$ cat config.mk
export PLATFORM = sky130hd
export DESIGN_NAME = reset_seq
export DESIGN_NICKNAME = d
export VERILOG_FILES = /design/src/rtl/reset_pkg.sv /design/src/rtl/sync2.sv /design/src/rtl/reset_seq.sv
export SDC_FILE = /design/constraint.sdc
export NUM_CORES = 1
export LEC_CHECK = 0
export ABC_AREA = 1
export BUFFER_PORTS_ARGS = -buffer_cell sky130_fd_sc_hd__buf_2
export CAP_MARGIN = 30
export CORE_ASPECT_RATIO = 1.5
export CORE_MARGIN = 3
export CORE_UTILIZATION = 40
export CTS_CLUSTER_DIAMETER = 100
export DETAILED_ROUTE_END_ITERATION = 8
export GPL_ROUTABILITY_DRIVEN = 0
export PLACE_DENSITY = 0.63
export SYNTH_ARGS = -nofsm -noshare
export SYNTH_HDL_FRONTEND = slang
export SYNTH_SLANG_ARGS = --single-unit
export TNS_END_PERCENT = 30
$ cat constraint.sdc
create_clock -name clk -period 1.45 [get_ports clk]
set_clock_uncertainty 0.2 [all_clocks]
set_input_delay 0.3625 -clock clk [delete_from_list [all_inputs] [get_ports clk]]
set_output_delay 0.3625 -clock clk [all_outputs]
set_load 0.02 [all_outputs]
$ cat src/rtl/reset_pkg.sv
// Shared definitions for the system reset sequencer:
// FSM state encoding and reset-cause bit positions.
package reset_pkg;

  localparam logic [1:0] ST_WAIT_LOCK = 2'd0;
  localparam logic [1:0] ST_HOLD      = 2'd1;
  localparam logic [1:0] ST_RUN       = 2'd2;

  localparam logic [1:0] CAUSE_LOCK = 2'd0;
  localparam logic [1:0] CAUSE_BTN  = 2'd1;
  localparam logic [1:0] CAUSE_SW   = 2'd2;
  localparam logic [1:0] CAUSE_WD   = 2'd3;

  function automatic logic [3:0] cause_oh(input logic [1:0] idx);
    cause_oh = 4'b0001 << idx;
  endfunction

endpackage

$ cat src/rtl/sync2.sv
// Two-flop synchroniser for slow asynchronous level inputs,
// with a parameterised synchronous reset value.
module sync2 #(
  parameter logic RST_VAL = 1'b0
) (
  input  logic clk,
  input  logic rst_n,
  input  logic d,
  output logic q
);

  logic meta;

  always_ff @(posedge clk) begin
    if (!rst_n) begin
      meta <= RST_VAL;
      q    <= RST_VAL;
    end else begin
      meta <= d;
      q    <= meta;
    end
  end

endmodule

$ cat src/rtl/reset_seq.sv
// System reset sequencer: PLL lock, debounced button, sw/watchdog requests.
// Define RST_WDOG_EN to add the wd_rst input and watchdog cause bit.
module reset_seq
  import reset_pkg::*;
#(
  parameter int HOLD_CYC     = 16,
  parameter int DEBOUNCE_CYC = 250000
) (
  input  logic       clk,
  input  logic       rst_n,
  input  logic       clk_ok,
  input  logic       btn_n,
  input  logic       sw_rst,
`ifdef RST_WDOG_EN
  input  logic       wd_rst,
`endif
  output logic       rst_out_n,
  output logic [3:0] rst_cause,
  output logic       busy
);

  localparam int HW = $clog2(HOLD_CYC);
  localparam int DW = $clog2(DEBOUNCE_CYC + 1);
  localparam logic [HW-1:0] HOLD_LOAD = HW'(HOLD_CYC - 1);
  localparam logic [DW-1:0] DEB_MAX   = DW'(DEBOUNCE_CYC);

  logic          lock;
  logic          btn_s;
  logic          btn_press;
  logic          wd_ev;
  logic [DW-1:0] deb_q;
  logic [HW-1:0] hold_q, hold_d;
  logic [1:0]    state_q, state_d;
  logic [3:0]    cause_q, cause_d;
  logic          rst_q;

`ifdef RST_WDOG_EN
  assign wd_ev = wd_rst;
`else
  assign wd_ev = 1'b0;
`endif

  sync2 #(.RST_VAL(1'b0)) u_lock_sync (
    .clk   (clk),
    .rst_n (rst_n),
    .d     (clk_ok),
    .q     (lock)
  );

  sync2 #(.RST_VAL(1'b1)) u_btn_sync (
    .clk   (clk),
    .rst_n (rst_n),
    .d     (btn_n),
    .q     (btn_s)
  );

  always_ff @(posedge clk) begin
    if (!rst_n)
      deb_q <= '0;
    else if (btn_s)
      deb_q <= '0;
    else if (deb_q != DEB_MAX)
      deb_q <= deb_q + 1'b1;
  end

  assign btn_press = (deb_q == DEB_MAX);

  always_comb begin
    state_d = state_q;
    hold_d  = hold_q;
    cause_d = cause_q;
    unique case (state_q)
      ST_WAIT_LOCK: begin
        if (lock) begin
          state_d = ST_HOLD;
          hold_d  = HOLD_LOAD;
        end
      end
      ST_HOLD: begin
        if (!lock) begin
          state_d = ST_WAIT_LOCK;
          cause_d = cause_oh(CAUSE_LOCK);
        end else if (btn_press) begin
          hold_d = HOLD_LOAD;
        end else if (hold_q == '0) begin
          state_d = ST_RUN;
        end else begin
          hold_d = hold_q - 1'b1;
        end
      end
      ST_RUN: begin
        // Event priority: lock, button, watchdog, software
        if (!lock) begin
          state_d = ST_WAIT_LOCK;
          cause_d = cause_oh(CAUSE_LOCK);
        end else if (btn_press) begin
          state_d = ST_HOLD;
          hold_d  = HOLD_LOAD;
          cause_d = cause_oh(CAUSE_BTN);
        end else if (wd_ev) begin
          state_d = ST_HOLD;
          hold_d  = HOLD_LOAD;
          cause_d = cause_oh(CAUSE_WD);
        end else if (sw_rst) begin
          state_d = ST_HOLD;
          hold_d  = HOLD_LOAD;
          cause_d = cause_oh(CAUSE_SW);
        end
      end
      default: begin
        state_d = ST_WAIT_LOCK;
      end
    endcase
  end

  always_ff @(posedge clk) begin
    if (!rst_n) begin
      state_q <= ST_WAIT_LOCK;
      hold_q  <= '0;
      cause_q <= cause_oh(CAUSE_LOCK);
      rst_q   <= 1'b0;
    end else begin
      state_q <= state_d;
      hold_q  <= hold_d;
      cause_q <= cause_d;
      rst_q   <= (state_d == ST_RUN);
    end
  end

  assign rst_out_n = rst_q;
  assign rst_cause = cause_q;
  assign busy      = (state_q != ST_RUN);

endmodule

==> flow_metrics.py, run 1 <==
metrics = {
    "outcome": {
        "outcome": "finished, violations left",
        "violations": "setup timing",
    },
    "layout": {
        "syn2layout_area_growth_pct": 43.1,
        "multi_input_area_um2": 998,
        "final_nets": 295,
        "n_antenna_cell": 0,
        "seq_area_um2": 656,
        "post-route-util": 0.614,
        "drive_above_1_share": 0.448,
        "fillers": 338,
        "layout.cells.non_filler": 331,
    },
    "routing": {
        "via_per_inst": 4.85,
        "wirelength_um": 3820,
        "first_pass_iters": 4,
        "antenna_left": 0,
        "drc_errors": 0,
        "wl_per_cell_um": 11.5,
        "drtIter0Drc": 27,
        "vias": 1606,
    },
    "die": {
        "core-area_um2": 3820,
        "dieArea_um2": 4920,
        "die_w_um": 58.3,
        "core.rowCount": 27,
        "die_y_um": 84.4,
        "io_pins": 11,
        "start_util": 0.429,
    },
    "sta": {
        "fin_crit_sh": 1.10,
        "fmax_mhz": 626,
        "final_max_slew_viol_count": 0,
        "setup_ws_ns": -0.147,
        "min_period_ns": 1.60,
        "setup_viol": 22,
        "fin_setup_tns_ns": -1.69,
        "final_hold_viol_count": 0,
        "rsz0062_at_grt": "yes",
    },
    "power_and_ir_drop": {
        "powerDensity_nw_per_um2": 718,
        "leakage_uw": 0.00101,
        "totalPowerFinal_uw": 1680,
        "irDropWorstVdd_mv": 0.727,
    },
    "global_route": {
        "grt_pass1_vias": 1545,
        "grt_pass1_wl_um": 6350,
        "overflow": 0,
        "grt_use_total": 0.166,
        "antenna_found_initial": 0,
        "grt_max_degree": 12,
    },
    "synthesis": {
        "yosysWarnings": 0,
        "ys_seq_elements": 32,
        "synth_nets": 233,
        "synth_cell_type_count": 32,
        "syn_area_per_cell_um2": 7.28,
        "syn_inst": 225,
        "yosysSeqAreaShare": 0.391,
        "synthesis.area_um2": 1640,
    },
    "worst_setup_path": {
        "crit_chain": "inv_4 > ha_4 > nand2_2 > nor2_2 > nand3_1 > nand3_2 > nand3_4 > nor2_1 > nor2_2",
        "crit_arrival_ns": 1.58,
        "r2r_start": "deb_q[0]",
        "cp_common_cell": "nor2_2",
        "reg2reg_slack_ns": -0.15,
        "slowest_stage": "dfxtp_4",
        "path_class": "flip-flop to flip-flop",
        "r2r_cells": 9,
        "critPathCaptureType": "flip-flop",
        "cp_slowest_stage_delay_ns": 0.37,
        "rr_endpoint": "hold_q[2]",
        "path_max_fanout": 8,
        "cp.required_ns": 1.43,
        "cp-start-kind": "flip-flop",
    },
    "hold_path": {
        "min_from": "btn_n",
        "min_path_cells": 2,
        "hold_path_class": "input pin to flip-flop",
        "hold_end": "u_btn_sync.meta",
    },
    "clock_network": {
        "htree_levels": 2,
        "clk_pin_slew_ns": 0.07,
        "clk_latency_ns": 0.28,
        "clkSinkCount": 32,
        "ctsHoldBuffers": 0,
        "clockBufferDepth": 2,
        "cts_tree": "yes",
        "cts_buffers": 5,
        "root_buffer": "clkbuf_8",
    },
    "placed_design": {
        "dp.final_hpwl_um": 2820,
        "pre_cts_slack_ns": -0.192,
        "dp_cells": 311,
        "port_buffers": 9,
    },
    "job": {
        "maxCapViolations": 0,
    },
}
-- layout make-up --
cell class | count | area share
clock inverters | 3 | 0.00800
well taps | 43 | 0.0229
clock buffers | 5 | 0.0293
multi-input cells | 156 | 0.426
repair buffers | 57 | 0.176
inverters | 35 | 0.0582
flip-flops and latches | 32 | 0.280
-- worst max-delay path, delay by kind of cell (launching register included) --
kind | cells | cell delay (ns)
fa+ha+maj | 1 | 0.15
simple gates | 7 | 0.71
flops | 1 | 0.37
buf+inv | 1 | 0.06
-- synthesized netlist by cell type --
cell	number	area (um2)
nor3_1	3	15.0
and3_1	1	6.26
clkbuf_2	1	5.00
nand3_2	5	50.1
nand4_1	4	25.0
inv_2	1	3.75
o21ai_1	2	10.0
nor4_1	1	6.26
a31oi_1	1	6.26
buf_4	1	7.51
nand3_1	12	60.1
nand2_2	5	31.3
dfxtp_1	32	641
nand2_4	1	11.3
o21a_1	1	7.51
nor2_2	8	50.1
a21oi_1	16	80.1
ha_1	3	37.5
inv_1	34	128
and2_4	1	8.76
o22ai_1	1	6.26
nor2_4	3	33.8
o21ai_0	9	45.0
or2_2	4	25.0
or2_0	1	6.26
conb_1	1	3.75
xor2_1	3	26.3
nand2_1	37	139
nor3b_1	2	15.0
o21ai_2	1	8.76
nand3_4	2	35.0
nor2_1	28	105
-- report_power, final --
group / internal, uW / switching (uW) / total, uW
clock: 334 / 332 / 665
sequential: 890 / 7.45 / 897
combinational: 55.8 / 65.7 / 122
total: 1280 / 405 / 1680
-- what timing repair did --
| item | 4_1_cts | 5_1_grt |
|---|---|---|
| resized for setup | 19 | 23 |
| endpoints found under the setup margin | 23 | 24 |
| pin swaps | 7 | 9 |
| setup buffers | 4 | 8 |
-- flip-flops by register name, summed over array words and instances (netlist names) --
signal / flops
u_lock_sync.meta: 1
hold_q: 4
state_q: 2
u_btn_sync.q: 1
u_lock_sync.q: 1
rst_out_n: 1
u_btn_sync.meta: 1
deb_q: 18
rst_cause: 3
-- how the worst max path moves through the flow --
stage,from,to,slack [ns],cells after the start
2_1_floorplan,deb_q[1],deb_q[16],-0.04,8
3_3_place_gp,deb_q[0],deb_q[16],-0.18,8
3_5_place_dp,deb_q[1],deb_q[12],-0.19,8
4_1_cts,deb_q[1],deb_q[16],-0.14,8
5_1_grt,deb_q[7],hold_q[2],-0.26,10
6_report,deb_q[0],hold_q[2],-0.15,9
-- cell usage in the layout (no fill, tap or decap), drive strengths merged, types with 4 or more instances in the layout --
| cell type | netlist | final |
|---|---|---|
| buf | 1 | 57 |
| nand2 | 43 | 43 |
| nor2 | 39 | 39 |
| inv | 35 | 35 |
| dfxtp | 32 | 32 |
| nand3 | 19 | 19 |
| a21oi | 16 | 16 |
| o21ai | 12 | 12 |
| clkbuf | 1 | 5 |
| or2 | 5 | 5 |
| nand4 | 4 | 4 |
-- metrics by stage --
stage                     instance area (um2)  hold WS [ns]
after floorplan                          1680         0.190
after global placement                   2040         0.199
after detailed placement                 2040         0.205
after CTS                                2210        0.0576
after global routing                     2340        0.0674
final                                    2340        0.0619
-- logic make-up after synthesis --
group	after synthesis	synth area share
xor+xnor	3	0.0160
other cells	1	0.00229
simple gates	118	0.380
flops	32	0.391
buf+inv	37	0.0878
compound gates	31	0.100
fa+ha+maj	3	0.0229
-- per-layer routing --
metal / vias up / GRT usage / wire (um) / part of all wire
met2: 21 / 0.317 / 2210 / 0.58
li1: 837 / - / - / -
met4: 0 / 0.0464 / 42 / 0.011
met1: 744 / 0.171 / 1450 / 0.38
met5: - / 0 / 0 / 0
met3: 4 / 0.0369 / 115 / 0.030
Power figures use the tool's default switching activity.
==> run 2: changes to the inputs <==
CORE_ASPECT_RATIO = 1.75   (was 1.5)
RECOVER_POWER = 25   (was default)
==> run 2 against run 1 <==
Against the previous run:
- final cell count grew 2.4%
- critical path depth shrank 1
- the run still ends with setup timing left
- maximum frequency shrank 1.1%
- register-to-register slack lost 0.02 ns
- combinational power shrank 14%
- count of clock-buffer cells in the layout grew 1
- flip-flop and latch count is the same
- total power grew 8.3%
- largest power group unchanged
- worst hold slack is essentially flat
- sequential power is essentially flat
- wire length grew 5.4%
- non-clock buffer count grew 3
==> flow_metrics.py, run 2 (synthesis gave the netlist of run 1 again) <==
metrics = {
    "clock_network": {
        "clkSinkCount": 32,
        "cts_tree": "yes",
        "clk_latency_ns": 0.28,
        "clk_pin_slew_ns": 0.06,
        "clockBufferDepth": 2,
        "htree_levels": 2,
        "ctsHoldBuffers": 0,
        "cts_buffers": 5,
        "root_buffer": "clkbuf_8",
    },
    "routing": {
        "drc_errors": 0,
        "wl_per_cell_um": 11.9,
        "via_per_inst": 4.74,
        "first_pass_iters": 3,
        "wirelength_um": 4030,
        "antenna_left": 0,
        "vias": 1606,
        "drtIter0Drc": 15,
    },
    "power_and_ir_drop": {
        "p_switching_uw": 381,
        "p_int_uw": 1440,
        "totalPowerFinal_uw": 1820,
        "combPwrFrac": 0.058,
        "power.share.clock": 0.452,
        "powerDensity_nw_per_um2": 759,
        "leakage_uw": 0.00103,
        "irDropWorstVdd_mv": 0.721,
        "swShare": 0.209,
        "pwr-share-seq": 0.491,
    },
    "layout": {
        "top_register": "deb_q",
        "fillers": 362,
        "largest_reg_flops": 18,
        "drive_above_1_share": 0.450,
        "syn2layout_area_growth_pct": 46.6,
        "final_nets": 298,
        "layout.cells.non_filler": 339,
        "n_antenna_cell": 0,
        "final_common_cell": "buf_4",
        "final_cell_mix": "buf_4, nand2_1, inv_1",
    },
    "placed_design": {
        "dp_cells": 325,
        "port_buffers": 9,
        "dp.final_hpwl_um": 3150,
    },
    "sta": {
        "setup_viol": 21,
        "fmax_mhz": 619,
        "fin_crit_sh": 1.11,
        "min_period_ns": 1.62,
        "rsz0062_at_grt": "yes",
        "final_max_slew_viol_count": 0,
        "final_hold_viol_count": 0,
        "setup_ws_ns": -0.165,
    },
    "global_route": {
        "grt_max_degree": 12,
        "grt_use_total": 0.191,
        "overflow": 0,
        "grt_pass1_wl_um": 7000,
        "antenna_found_initial": 0,
        "grt_pass1_vias": 1636,
    },
    "die": {
        "die_w_um": 54.4,
        "start_util": 0.420,
        "dieArea_um2": 4930,
        "core.rowCount": 30,
        "die_y_um": 90.7,
        "io_pins": 11,
        "core-area_um2": 3900,
    },
    "worst_setup_path": {
        "crit_arrival_ns": 1.63,
        "cp.required_ns": 1.46,
        "path_class": "flip-flop to flip-flop",
        "path_max_fanout": 3,
        "critPathCaptureType": "flip-flop",
        "cp-start-kind": "flip-flop",
    },
    "job": {
        "maxCapViolations": 0,
    },
    "outcome": {
        "violations": "setup timing",
        "outcome": "finished, violations left",
    },
    "hold_path": {
        "hold_path_class": "input pin to flip-flop",
    },
}
## run 2: worst paths after layout
check                       start  slack (ns)  cells after the start          endpoint
setup / recovery         deb_q[1]       -0.17                      8         deb_q[16]
hold / removal             clk_ok        0.06                      3  u_lock_sync.meta
setup reg to reg         deb_q[1]       -0.17                      8         deb_q[16]
hold reg to reg   u_btn_sync.meta        0.21                      1      u_btn_sync.q
## run 2: metrics by stage
stage / hold slack [ns] / instance area (um2) / TNS (ns) / utilization / setup WS (ns)
final: 0.0616 / 2400 / -1.93 / 0.615 / -0.165
after floorplan: 0.190 / 1680 / -0.110 / - / -0.0365
after global routing: 0.0678 / 2400 / -4.34 / 0.615 / -0.257
after CTS: 0.0530 / 2320 / -2.11 / 0.595 / -0.149
after global placement: 0.202 / 2110 / -1.97 / 0.540 / -0.194
after detailed placement: 0.205 / 2110 / -2.22 / 0.540 / -0.200
## run 2: area by class of cell
| cell class | instances | area (um2) | area share |
|---|---|---|---|
| multi-input cells | 156 | 997 | 0.415 |
| repair buffers | 60 | 438 | 0.182 |
| flip-flops and latches | 32 | 663 | 0.276 |
| clock buffers | 6 | 72.6 | 0.0302 |
| inverters | 35 | 136 | 0.0568 |
| well taps | 48 | 60.1 | 0.0250 |
| clock inverters | 2 | 35.0 | 0.0146 |
## run 2: critical path, cell delays in order, from the launching register on
cell and delay, ns:
dfxtp_4 0.38, ha_4 0.14, nand2_2 0.07, nor2_4 0.14
nand2_4 0.08, nor2_4 0.13, nand3_2 0.08, or2_0 0.20
a21oi_1 0.12
## run 2: per-layer routing
metal / track usage / part of all wire / vias up
met2: 0.332 / 0.57 / 26
met5: 0 / 0 / -
met3: 0.0364 / 0.022 / 18
met4: 0.123 / 0.050 / 0
li1: - / - / 841
met1: 0.191 / 0.36 / 721
## run 2: repair_timing
item / in CTS / in global routing
buffers inserted: 2 / 4
gates resized for setup: 24 / 21
endpoints found under the setup margin: 23 / 26
pin swaps: 11 / 13
## run 2: power by group through the flow
stage	Combinational (uW)	Clock, uW	Sequential, uW
3_5_place_dp	99.7	0	917
4_1_cts	104	850	896
5_1_grt	121	888	895
6_report	105	824	895
3_3_place_gp	98.6	0	917
2_1_floorplan	62.1	0	918
